`src/rtl/conv2d_axis_pkg.sv`:
```
// Shared types, default frame geometry and the border test for the conv2D
// AXI-Stream transmitter.
package conv2d_axis_pkg;

  typedef enum logic [2:0] {IDLE, KERNEL, GAP, IMAGE, DONE} tx_state_e;

  localparam int DEF_KERNEL_N = 9;
  localparam int DEF_IMG_H    = 2;
  localparam int DEF_IMG_W    = 5;
  localparam int DEF_PAD      = 1;

  localparam int PH        = DEF_IMG_H + 2 * DEF_PAD;
  localparam int PW        = DEF_IMG_W + 2 * DEF_PAD;
  localparam int IMG_BEATS = PH * PW;
  localparam int BUF_DEPTH = DEF_KERNEL_N + DEF_IMG_H * DEF_IMG_W;

  // True when (r, c) of the padded frame falls in the zero border.
  function automatic logic is_pad(input int r, input int c,
                                  input int ph = PH, input int pw = PW,
                                  input int pad = DEF_PAD);
    return (r < pad) || (r >= ph - pad) || (c < pad) || (c >= pw - pad);
  endfunction

endpackage

```
`src/rtl/conv2d_axis_tx_if.sv`:
```
// AXI-Stream beat channel between the transmitter and the conv2D slave port.
interface conv2d_axis_tx_if #(
  parameter int DATA_W = 16
);
  logic                  TVALID;
  logic [DATA_W-1:0]     TDATA;
  logic [DATA_W/8-1:0]   TKEEP;
  logic                  TLAST;
  logic                  TREADY;

  modport master (output TVALID, TDATA, TKEEP, TLAST, input TREADY);
  modport slave  (input TVALID, TDATA, TKEEP, TLAST, output TREADY);
endinterface

```
`src/rtl/conv2d_pad_addr_gen.sv`:
```
// Walks the zero-padded frame column-major (row fastest) and reports the
// border flag, final-beat flag and buffer address of the current position.
module conv2d_pad_addr_gen
  import conv2d_axis_pkg::*;
#(
  parameter int KERNEL_N = DEF_KERNEL_N,
  parameter int IMG_H    = DEF_IMG_H,
  parameter int IMG_W    = DEF_IMG_W,
  parameter int PAD      = DEF_PAD,
  parameter int AW       = 5
) (
  input  logic          clk,
  input  logic          rst,
  input  logic          advance,
  output logic          pad,
  output logic          last,
  output logic [AW-1:0] addr
);

  localparam int FH = IMG_H + 2 * PAD;
  localparam int FW = IMG_W + 2 * PAD;
  localparam int RW = (FH > 1) ? $clog2(FH) : 1;
  localparam int CW = (FW > 1) ? $clog2(FW) : 1;

  logic [RW-1:0] row_q;
  logic [CW-1:0] col_q;
  int            img_idx;

  always_ff @(posedge clk or posedge rst) begin
    if (rst) begin
      row_q <= '0;
      col_q <= '0;
    end else if (advance) begin
      if (row_q == RW'(FH - 1)) begin
        row_q <= '0;
        col_q <= (col_q == CW'(FW - 1)) ? '0 : col_q + 1'b1;
      end else begin
        row_q <= row_q + 1'b1;
      end
    end
  end

  always_comb begin
    img_idx = KERNEL_N + (int'(row_q) - PAD) * IMG_W + (int'(col_q) - PAD);
    pad     = is_pad(int'(row_q), int'(col_q), FH, FW, PAD);
    last    = (row_q == RW'(FH - 1)) && (col_q == CW'(FW - 1));
    addr    = pad ? '0 : AW'(img_idx);
  end

endmodule

```
`src/rtl/conv2d_axis_tx.sv`:
```
// Buffers one 3x3 kernel and one feature map, then streams a kernel packet
// and a zero-padded column-major image packet over AXI-Stream.
module conv2d_axis_tx
  import conv2d_axis_pkg::*;
#(
  parameter int DATA_W     = 16,
  parameter int KERNEL_N   = DEF_KERNEL_N,
  parameter int IMG_H      = DEF_IMG_H,
  parameter int IMG_W      = DEF_IMG_W,
  parameter int PAD        = DEF_PAD,
  parameter int GAP_CYCLES = 1
) (
  input  logic                                       M_AXIS_ACLK,
  input  logic                                       M_AXIS_ARESET,
  input  logic                                       wr_en,
  input  logic [$clog2(KERNEL_N+IMG_H*IMG_W)-1:0]    wr_addr,
  input  logic [DATA_W-1:0]                          wr_data,
  input  logic                                       start,
  output logic                                       busy,
  output logic                                       done,
  conv2d_axis_tx_if.master                           m_axis
);

  localparam int AW    = $clog2(KERNEL_N + IMG_H * IMG_W);
  localparam int BUF_N = KERNEL_N + IMG_H * IMG_W;
  localparam int KW    = (KERNEL_N > 1) ? $clog2(KERNEL_N) : 1;
  localparam int GW    = (GAP_CYCLES > 1) ? $clog2(GAP_CYCLES) : 1;

  logic [DATA_W-1:0] mem_q [BUF_N];

  tx_state_e         state_q, state_n;
  logic              tvalid_q, tvalid_n, tlast_q, tlast_n;
  logic              busy_q, busy_n, done_q, done_n;
  logic [DATA_W-1:0] tdata_q, tdata_n;
  logic [KW-1:0]     kidx_q, kidx_n, kidx_inc;
  logic [GW-1:0]     gap_q, gap_n;
  logic              adv, pix_pad, pix_last, xfer, kidx_end;
  logic [AW-1:0]     pix_addr;
  logic [DATA_W-1:0] kern_data, pix_data;

  conv2d_pad_addr_gen #(
    .KERNEL_N (KERNEL_N),
    .IMG_H    (IMG_H),
    .IMG_W    (IMG_W),
    .PAD      (PAD),
    .AW       (AW)
  ) u_addr (
    .clk     (M_AXIS_ACLK),
    .rst     (M_AXIS_ARESET),
    .advance (adv),
    .pad     (pix_pad),
    .last    (pix_last),
    .addr    (pix_addr)
  );

  // Writes are frozen while streaming so the buffer matches what is sent.
  always_ff @(posedge M_AXIS_ACLK) begin
    if (wr_en && !busy_q && (int'(wr_addr) < BUF_N))
      mem_q[wr_addr] <= wr_data;
  end

  assign xfer      = tvalid_q && m_axis.TREADY;
  assign kidx_end  = (kidx_q == KW'(KERNEL_N - 1));
  assign kidx_inc  = kidx_end ? '0 : kidx_q + 1'b1;
  assign kern_data = mem_q[AW'(kidx_q)];
  assign pix_data  = pix_pad ? '0 : mem_q[pix_addr];

  // Next beat is staged from buffer/counters; TREADY only steers the load.
  always_comb begin
    state_n  = state_q;
    tvalid_n = tvalid_q;
    tdata_n  = tdata_q;
    tlast_n  = tlast_q;
    busy_n   = busy_q;
    done_n   = 1'b0;
    kidx_n   = kidx_q;
    gap_n    = gap_q;
    adv      = 1'b0;
    unique case (state_q)
      IDLE: begin
        if (start) begin
          state_n  = KERNEL;
          busy_n   = 1'b1;
          tvalid_n = 1'b1;
          tdata_n  = kern_data;
          tlast_n  = kidx_end;
          kidx_n   = kidx_inc;
        end
      end
      KERNEL: begin
        if (xfer) begin
          if (!tlast_q) begin
            tdata_n = kern_data;
            tlast_n = kidx_end;
            kidx_n  = kidx_inc;
          end else if (GAP_CYCLES == 0) begin
            state_n  = IMAGE;
            tdata_n  = pix_data;
            tlast_n  = pix_last;
            adv      = 1'b1;
          end else begin
            state_n  = GAP;
            tvalid_n = 1'b0;
            tlast_n  = 1'b0;
            tdata_n  = '0;
            gap_n    = '0;
          end
        end
      end
      GAP: begin
        if (int'(gap_q) == GAP_CYCLES - 1) begin
          state_n  = IMAGE;
          tvalid_n = 1'b1;
          tdata_n  = pix_data;
          tlast_n  = pix_last;
          adv      = 1'b1;
        end else begin
          gap_n = gap_q + 1'b1;
        end
      end
      IMAGE: begin
        if (xfer) begin
          if (tlast_q) begin
            state_n  = DONE;
            tvalid_n = 1'b0;
            tlast_n  = 1'b0;
            tdata_n  = '0;
            busy_n   = 1'b0;
            done_n   = 1'b1;
          end else begin
            tdata_n = pix_data;
            tlast_n = pix_last;
            adv     = 1'b1;
          end
        end
      end
      DONE:    state_n = IDLE;
      default: state_n = IDLE;
    endcase
  end

  always_ff @(posedge M_AXIS_ACLK or posedge M_AXIS_ARESET) begin
    if (M_AXIS_ARESET) begin
      state_q  <= IDLE;
      tvalid_q <= 1'b0;
      tdata_q  <= '0;
      tlast_q  <= 1'b0;
      busy_q   <= 1'b0;
      done_q   <= 1'b0;
      kidx_q   <= '0;
      gap_q    <= '0;
    end else begin
      state_q  <= state_n;
      tvalid_q <= tvalid_n;
      tdata_q  <= tdata_n;
      tlast_q  <= tlast_n;
      busy_q   <= busy_n;
      done_q   <= done_n;
      kidx_q   <= kidx_n;
      gap_q    <= gap_n;
    end
  end

  assign m_axis.TVALID = tvalid_q;
  assign m_axis.TDATA  = tdata_q;
  assign m_axis.TLAST  = tlast_q;
  assign m_axis.TKEEP  = {(DATA_W/8){tvalid_q}};
  assign busy          = busy_q;
  assign done          = done_q;

endmodule

```
`src/flat_wrapper.sv`:
```
// flat-port wrapper written by rule: the top's interface ports become plain ports
module conv2d_axis_tx_flat import conv2d_axis_pkg::*;
#(
  parameter int DATA_W     = 16,
  parameter int KERNEL_N   = DEF_KERNEL_N,
  parameter int IMG_H      = DEF_IMG_H,
  parameter int IMG_W      = DEF_IMG_W,
  parameter int PAD        = DEF_PAD,
  parameter int GAP_CYCLES = 1
)
  (M_AXIS_ACLK, M_AXIS_ARESET, wr_en, wr_addr, wr_data, start, busy, done, m_axis_TVALID, m_axis_TDATA, m_axis_TKEEP, m_axis_TLAST, m_axis_TREADY);
  conv2d_axis_tx_if #(.DATA_W(DATA_W)) m_axis_i ();
  input  logic M_AXIS_ACLK;
  input  logic M_AXIS_ARESET;
  input  logic wr_en;
  input  logic [$clog2(KERNEL_N+IMG_H*IMG_W)-1:0] wr_addr;
  input  logic [DATA_W-1:0] wr_data;
  input  logic start;
  output logic busy;
  output logic done;
  output wire logic [$bits(m_axis_i.TVALID)-1:0] m_axis_TVALID;
  output wire logic [$bits(m_axis_i.TDATA)-1:0] m_axis_TDATA;
  output wire logic [$bits(m_axis_i.TKEEP)-1:0] m_axis_TKEEP;
  output wire logic [$bits(m_axis_i.TLAST)-1:0] m_axis_TLAST;
  input wire logic [$bits(m_axis_i.TREADY)-1:0] m_axis_TREADY;
  assign m_axis_TVALID = m_axis_i.TVALID;
  assign m_axis_TDATA = m_axis_i.TDATA;
  assign m_axis_TKEEP = m_axis_i.TKEEP;
  assign m_axis_TLAST = m_axis_i.TLAST;
  assign m_axis_i.TREADY = m_axis_TREADY;
  conv2d_axis_tx #(.DATA_W(DATA_W), .KERNEL_N(KERNEL_N), .IMG_H(IMG_H), .IMG_W(IMG_W), .PAD(PAD), .GAP_CYCLES(GAP_CYCLES)) u_core (.M_AXIS_ACLK(M_AXIS_ACLK), .M_AXIS_ARESET(M_AXIS_ARESET), .wr_en(wr_en), .wr_addr(wr_addr), .wr_data(wr_data), .start(start), .busy(busy), .done(done), .m_axis(m_axis_i));
endmodule
```
`config.mk`:
```
export PLATFORM = sky130hd
export DESIGN_NAME = conv2d_axis_tx_flat
export DESIGN_NICKNAME = d
export VERILOG_FILES = /design/src/rtl/conv2d_axis_pkg.sv /design/src/rtl/conv2d_axis_tx_if.sv /design/src/rtl/conv2d_pad_addr_gen.sv /design/src/rtl/conv2d_axis_tx.sv /design/src/flat_wrapper.sv
export SDC_FILE = /design/constraint.sdc
export NUM_CORES = 1
export LEC_CHECK = 0
export ABC_AREA = 1
export CAP_MARGIN = 40
export CELL_PAD_IN_SITES_DETAIL_PLACEMENT = 0
export CELL_PAD_IN_SITES_GLOBAL_PLACEMENT = 1
export CORE_ASPECT_RATIO = 0.6
export CORE_MARGIN = 1.5
export CORE_UTILIZATION = 30
export CTS_CLUSTER_DIAMETER = 80
export DETAILED_ROUTE_END_ITERATION = 10
export PLACE_DENSITY = 0.65
export SYNTH_ARGS = -nofsm -noshare
export SYNTH_HDL_FRONTEND = slang
export SYNTH_HIERARCHICAL = 1
export SYNTH_SLANG_ARGS = --single-unit
export TNS_END_PERCENT = 5
```
`constraint.sdc`:
```
create_clock -name M_AXIS_ACLK -period 3.5 [get_ports M_AXIS_ACLK]
set_input_delay 0.7 -clock M_AXIS_ACLK [delete_from_list [all_inputs] [get_ports M_AXIS_ACLK]]
set_output_delay 0.7 -clock M_AXIS_ACLK [all_outputs]
set_load 0.01 [all_outputs]
```
Word level (Yosys, flattened, before mapping). Memories as Yosys holds them, arrays and structs flattened. Cells that the tools add are included.

Word-level logic and storage cells: 109. Memories kept: 1. Bits in registers: 33. Input bits: 26. Memory bits (writable): 304. Output and inout port bits: 22.

Memories: u_core.mem_q (depth 19, bits a word 16, read ports 2, clocked after Yosys merged registers in 0, write ports 1, RTL line conv2d_axis_tx.sv:29) `logic [DATA_W-1:0] mem_q [BUF_N];`.

Magnitude comparators: 5. Add/sub/neg operators: 8. $mul: 1. Multiplexer cells: 47. Eq/ne operators: 15. Reductions and logical operators: 22.

Operators by type and width (number): 16-bit two-way mux (7); 16-bit one-hot mux with 4 select lines (1); 3-bit two-way mux (7); 1-bit two-way mux (19); 4-bit two-way mux (4); 2-bit by 1-bit inequality test with 1-bit output, second input constant (6); 3-bit one-hot mux with 4 select lines (1); 5-bit AND reduction (2); 4-bit one-hot mux with 2 select lines (1); 4-bit AND reduction (2); 3-bit by 2-bit == test with 1-bit output, second input constant (2); 2-bit inequality test, second input constant (3); 1-bit one-hot mux with 2 select lines (3); 6-bit AND reduction (1); 2-bit nonzero test (3); 5-bit by 4-bit adder with 5-bit output (1); 5-bit adder, first input constant (1); 5-bit < comparator, second input constant (1); 3-bit by 4-bit multiplier with 5-bit output, second input constant (1); 5-bit two-way mux (1); 4-bit by 1-bit adder with 4-bit output, second input constant (1); 4-bit == test, second input constant (1); 1-bit logical AND (4); 1-bit one-hot mux with 4 select lines (1); 22 further kinds (24).

Logic depth before layout (Yosys ltp). An unclocked memory read counts as a cell.

Depth in word-level cells: 10. Gate-level depth with buffers: 17.

By module. Netlist, hierarchy kept.

Modules (own cells, without submodules): conv2d_axis_tx (times used 1, area each 16961.3 um^2, cells each 1944); conv2d_pad_addr_gen (times used 1, area each 601.8 um^2, cells each 74).

Worst setup path after synthesis. OpenSTA, ideal clock, no wires.

Path kind: reg-to-reg. Start point: register u_core.u_addr.col_q[0]. End point: register u_core.tdata_q[11] (netlist: u_core/m_axis.TDATA[11]). Data arrival time: 3.298 ns. Clock period less this slack: 3.371 ns. Path slack: 0.129 ns. Cell stages (with the launch flop): 17. Buffers on the path: 2. Cells stage by stage: dfrtp_1 > inv_1 > ha_1 > inv_1 > fa_1 > ha_1 > ha_1 > fa_1 > xnor2_1 > nor2_1 > clkbuf_1 > inv_1 > buf_1 > nand3_1 > nand3_1 > nand2_1 > a21oi_2.

Longest elaborated chain between the ends: 9. Elaborated cells on any way between the ends: 13. Classes of those cells: 2 x add/sub; 2 x order compare; 6 x mux; 2 x reduce/logical; 1 x memory.

RTL lines: from (decl) (RTL line conv2d_pad_addr_gen.sv:26) `logic [CW-1:0] col_q;`; from (signal assigned) (RTL line conv2d_pad_addr_gen.sv:36) `col_q <= (col_q == CW'(FW - 1)) ? '0 : col_q + 1'b1;`; branches (longest 3 deep; another with 5-bit by 4-bit adder with 5-bit output); 5-bit two-way mux * (RTL line conv2d_pad_addr_gen.sv:47) `addr = pad ? '0 : AW'(img_idx);`; via u_core.pix_addr[3] (RTL line conv2d_axis_tx.sv:38) `logic [AW-1:0] pix_addr;`; memory read 19 x 16 bit *; 16-bit two-way mux * (RTL line conv2d_axis_tx.sv:66) `assign pix_data = pix_pad ? '0 : mem_q[pix_addr];`; 16-bit two-way mux (RTL line conv2d_axis_tx.sv:123) `if (tlast_q) begin`; 16-bit two-way mux (RTL line conv2d_axis_tx.sv:122) `if (xfer) begin`; 16-bit one-hot mux with 4 select lines * (RTL line conv2d_axis_tx.sv:79) `unique case (state_q)`; to (signal assigned) (RTL line conv2d_axis_tx.sv:155) `tdata_q <= tdata_n;`; to (decl) (RTL line conv2d_axis_tx.sv:34) `logic [DATA_W-1:0] tdata_q, tdata_n;`.

Mark *: on every way through the listed nets, which the timed path passes. The select of a mux whose other input is x is not followed. A chain may end at the register's enable or synchronous reset.

Worst setup path in the final report.
Start point: register u_core.u_addr.col_q[1]. End point: register u_core.tdata_q[3] (netlist: u_core/m_axis.TDATA[3]).

Same word-level chain as after synthesis.

==> flow_summary.yaml <==
worst_setup_path:
  reg2reg_from: "u_core/u_addr/col_q[1]"
  cp_num_cells: 17
  cp-startpoint: "u_core/u_addr/col_q[1]"
  cp.required_ns: 3.93
  path_max_fanout: 36
  cp.buffers_inverters: 6
  critical_path.top_delay_family: "adder cells"
  endpoint_kind: "flip-flop"
  crit_path_end: "u_core/m_axis.TDATA[3]"
  slowest_stage: "fa_1"
  worstPathCellList: "inv_2, ha_1, inv_2, fa_1, ha_1, ha_2, inv_1, nor2_4, inv_2, buf_12, o21ai_0, nor2_1, a211oi_1, buf_4, nor2_1, nand2_1, a21oi_1"
  start_kind: "flip-flop"
  r2r-end: "u_core/m_axis.TDATA[3]"
  rr_worst_depth: 17
  r2r_setup_slack_ns: 0.11
  cp_slowest_stage_delay_ns: 0.45
  worstPathArrival_ns: 3.82
  cpMostUsedCell: "inv_2"
  crit_type: "reg -> reg"
floorplanning:
  start_util: 0.304
  die_area_um2: 60100
  die_x_um: 315
  core_um2: 57700
  num_rows: 68
  ios: 48
  die_h_um: 190
sta:
  timing.final.max_slew_violations: 0
  setup_viol: 0
  min_period_over_period: 0.968
  max_slew_margin: 0.428
  finalHoldViolCount: 0
  fmax_ghz: 0.295
  setup_ws_ns: 0.113
  worstMarginPinSlew_ns: 0.857
  finClkSkew_ns: 0.0217
  min_period_ns: 3.39
  rsz0062_at_grt: "yes"
detailed_routing:
  wl_um: 59600
  final_antenna_net_count: 0
  wire_per_inst_um: 21.0
  drtIter0Drc: 1392
  firstDrtPassIters: 6
  route.met3.wl_um: 4440
  top_layer: "met4"
  vias_per_cell: 5.04
  route.vias.total: 14300
  wl_met2_um: 25300
  met1_length_um: 28700
  drc_errors: 0
synth:
  synth_top_area_frac: 0.520
  syn_inst: 2018
  synth_area_leaders: "edfxtp_1, nand2_1, nand3_1"
  syn_area_per_cell_um2: 8.70
  syn_nets: 2064
  ys_ff_latch: 336
  synth_edf_count: 304
  async_flop_share: 0.0952
  ys_warn_count: 6
  yosysTopAreaCell: "edfxtp_1"
  mappedNetlistArea_um2: 17600
  synth-seq-area-share: 0.565
  ys_types: 39
  synth-main-ff-cell: "edfxtp_1"
layout:
  layout_commonest_cell: "nand2_1"
  syn2layout_area_growth_pct: 15.7
  drive_gt1_frac: 0.0840
  diodes: 0
  layout_common_cells: "nand2_1, nand3_1, edfxtp_1"
  final_area_um2: 20300
  fin_cells: 2841
  nNetsFinal: 2092
global_routing:
  antenna_found_initial: 0
  grt_pass1_vias: 13400
  grt.overflow.total: 0
  track_usage: 0.197
  grt_max_degree: 147
  grt_pass1_wl_um: 88200
placement:
  gp_congestion: 0.877
  place_ws_ns: 0.0114
  port-buffer-count: 47
  place_inst: 2774
  place_area_um2: 19100
  place.detailed.hpwl_um: 37800
flow_run:
  drv_cap: 0
power:
  power_mw: 21.3
  leakagePower_nw: 8.46
  p_per_area_nw_per_um2: 1050
  vdd_drop_max_mv: 0.840
run_status:
  status: "finished, final reports clean"
hold_path:
  hold_class: "in -> async"
clock_tree:
  htreeDepth: 2
  clk_latency_ns: 0.55
  cts_sinks: 336
  clk_path_buf_depth: 3
  cts_made_buffers: 35
  clkSlewWorstSetupHoldPaths_ns: 0.07
  cts-root-buf: "clkbuf_16"
  tritoncts: "done"
  ctsHoldBuffers: 0
power by group:
| group | internal (mW) | total (mW) | switching [mW] |
|---|---|---|---|
| clock | 2.21 | 3.85 | 1.64 |
| sequential | 4.59 | 4.90 | 0.308 |
| combinational | 4.14 | 12.5 | 8.36 |
| total | 10.9 | 21.3 | 10.3 |
through the flow:
step / TNS, ns / hold slack, ns / utilization
floorplan: 0 / 0.479 / -
global placement: 0 / 0.518 / 0.330
detailed placement: 0 / 0.519 / 0.331
CTS: 0 / 0.379 / 0.351
global route: -0.291 / 0.406 / 0.352
finish: 0 / 0.389 / 0.352
timing repair:
| action | in CTS | in global routing |
|---|---|---|
| setup buffers | 0 | 3 |
| pin swaps | 1 | 1 |
| cloned | 0 | 1 |
| gates resized for setup | 0 | 11 |
| setup endpoints to repair | 2 | 16 |
layer usage:
| metal | global-route usage | vias up |
|---|---|---|
| met2 | 0.293 | 563 |
| met1 | 0.301 | 7020 |
| met3 | 0.0285 | 87 |
| met5 | 0 | - |
| li1 | - | 6652 |
| met4 | 0.0438 | 0 |
cell families after synthesis:
family / share of synthesized area
buf+inv: 0.0981
flops: 0.565
mux: 0.000641
xor+xnor: 0.00150
simple gates: 0.260
fa+ha+maj: 0.0160
compound gates: 0.0583
cells in the mapped netlist (16+ instances only):
library cell and n:
clkbuf_1 24, edfxtp_1 304, nor2_1 129, inv_1 288, ha_1 16, nand2_1 580
a21oi_1 52, buf_2 61, nand3_1 345, dfrtp_1 32, o211ai_1 48, a211oi_1 16
o21ai_0 33
state kept, by name, indices dropped and copies added, names as in the netlist, 2 cells and up:
name / count
u_core/kidx_q: 4
u_core/m_axis.TDATA: 16
u_core/mem_q: 304
u_core/state_q: 3
u_core/u_addr/col_q: 3
u_core/u_addr/row_q: 2
cell type report:
class	instances	area (um^2)
Clock buffer	50	995
Clock inverter	12	136
Fill cell	5899	37400
Inverter	300	1130
Multi-Input combinational cell	1267	5990
Sequential cell	336	9940
Tap cell	770	963
Timing Repair Buffer	106	1150
worst min path at each step:
stage          cells after the start         startpoint                     end  slack, ns
2_1_floorplan                      1      M_AXIS_ARESET  u_core/u_addr/col_q[0]       0.48
3_3_place_gp                       2  u_core/state_q[0]       u_core/state_q[0]       0.52
3_5_place_dp                       2  u_core/state_q[0]       u_core/state_q[0]       0.52
4_1_cts                            2      M_AXIS_ARESET  u_core/u_addr/col_q[2]       0.38
5_1_grt                            2      M_AXIS_ARESET  u_core/u_addr/col_q[2]       0.41
6_report                           2      M_AXIS_ARESET  u_core/u_addr/col_q[2]       0.39
Power figures use the tool's default switching activity.
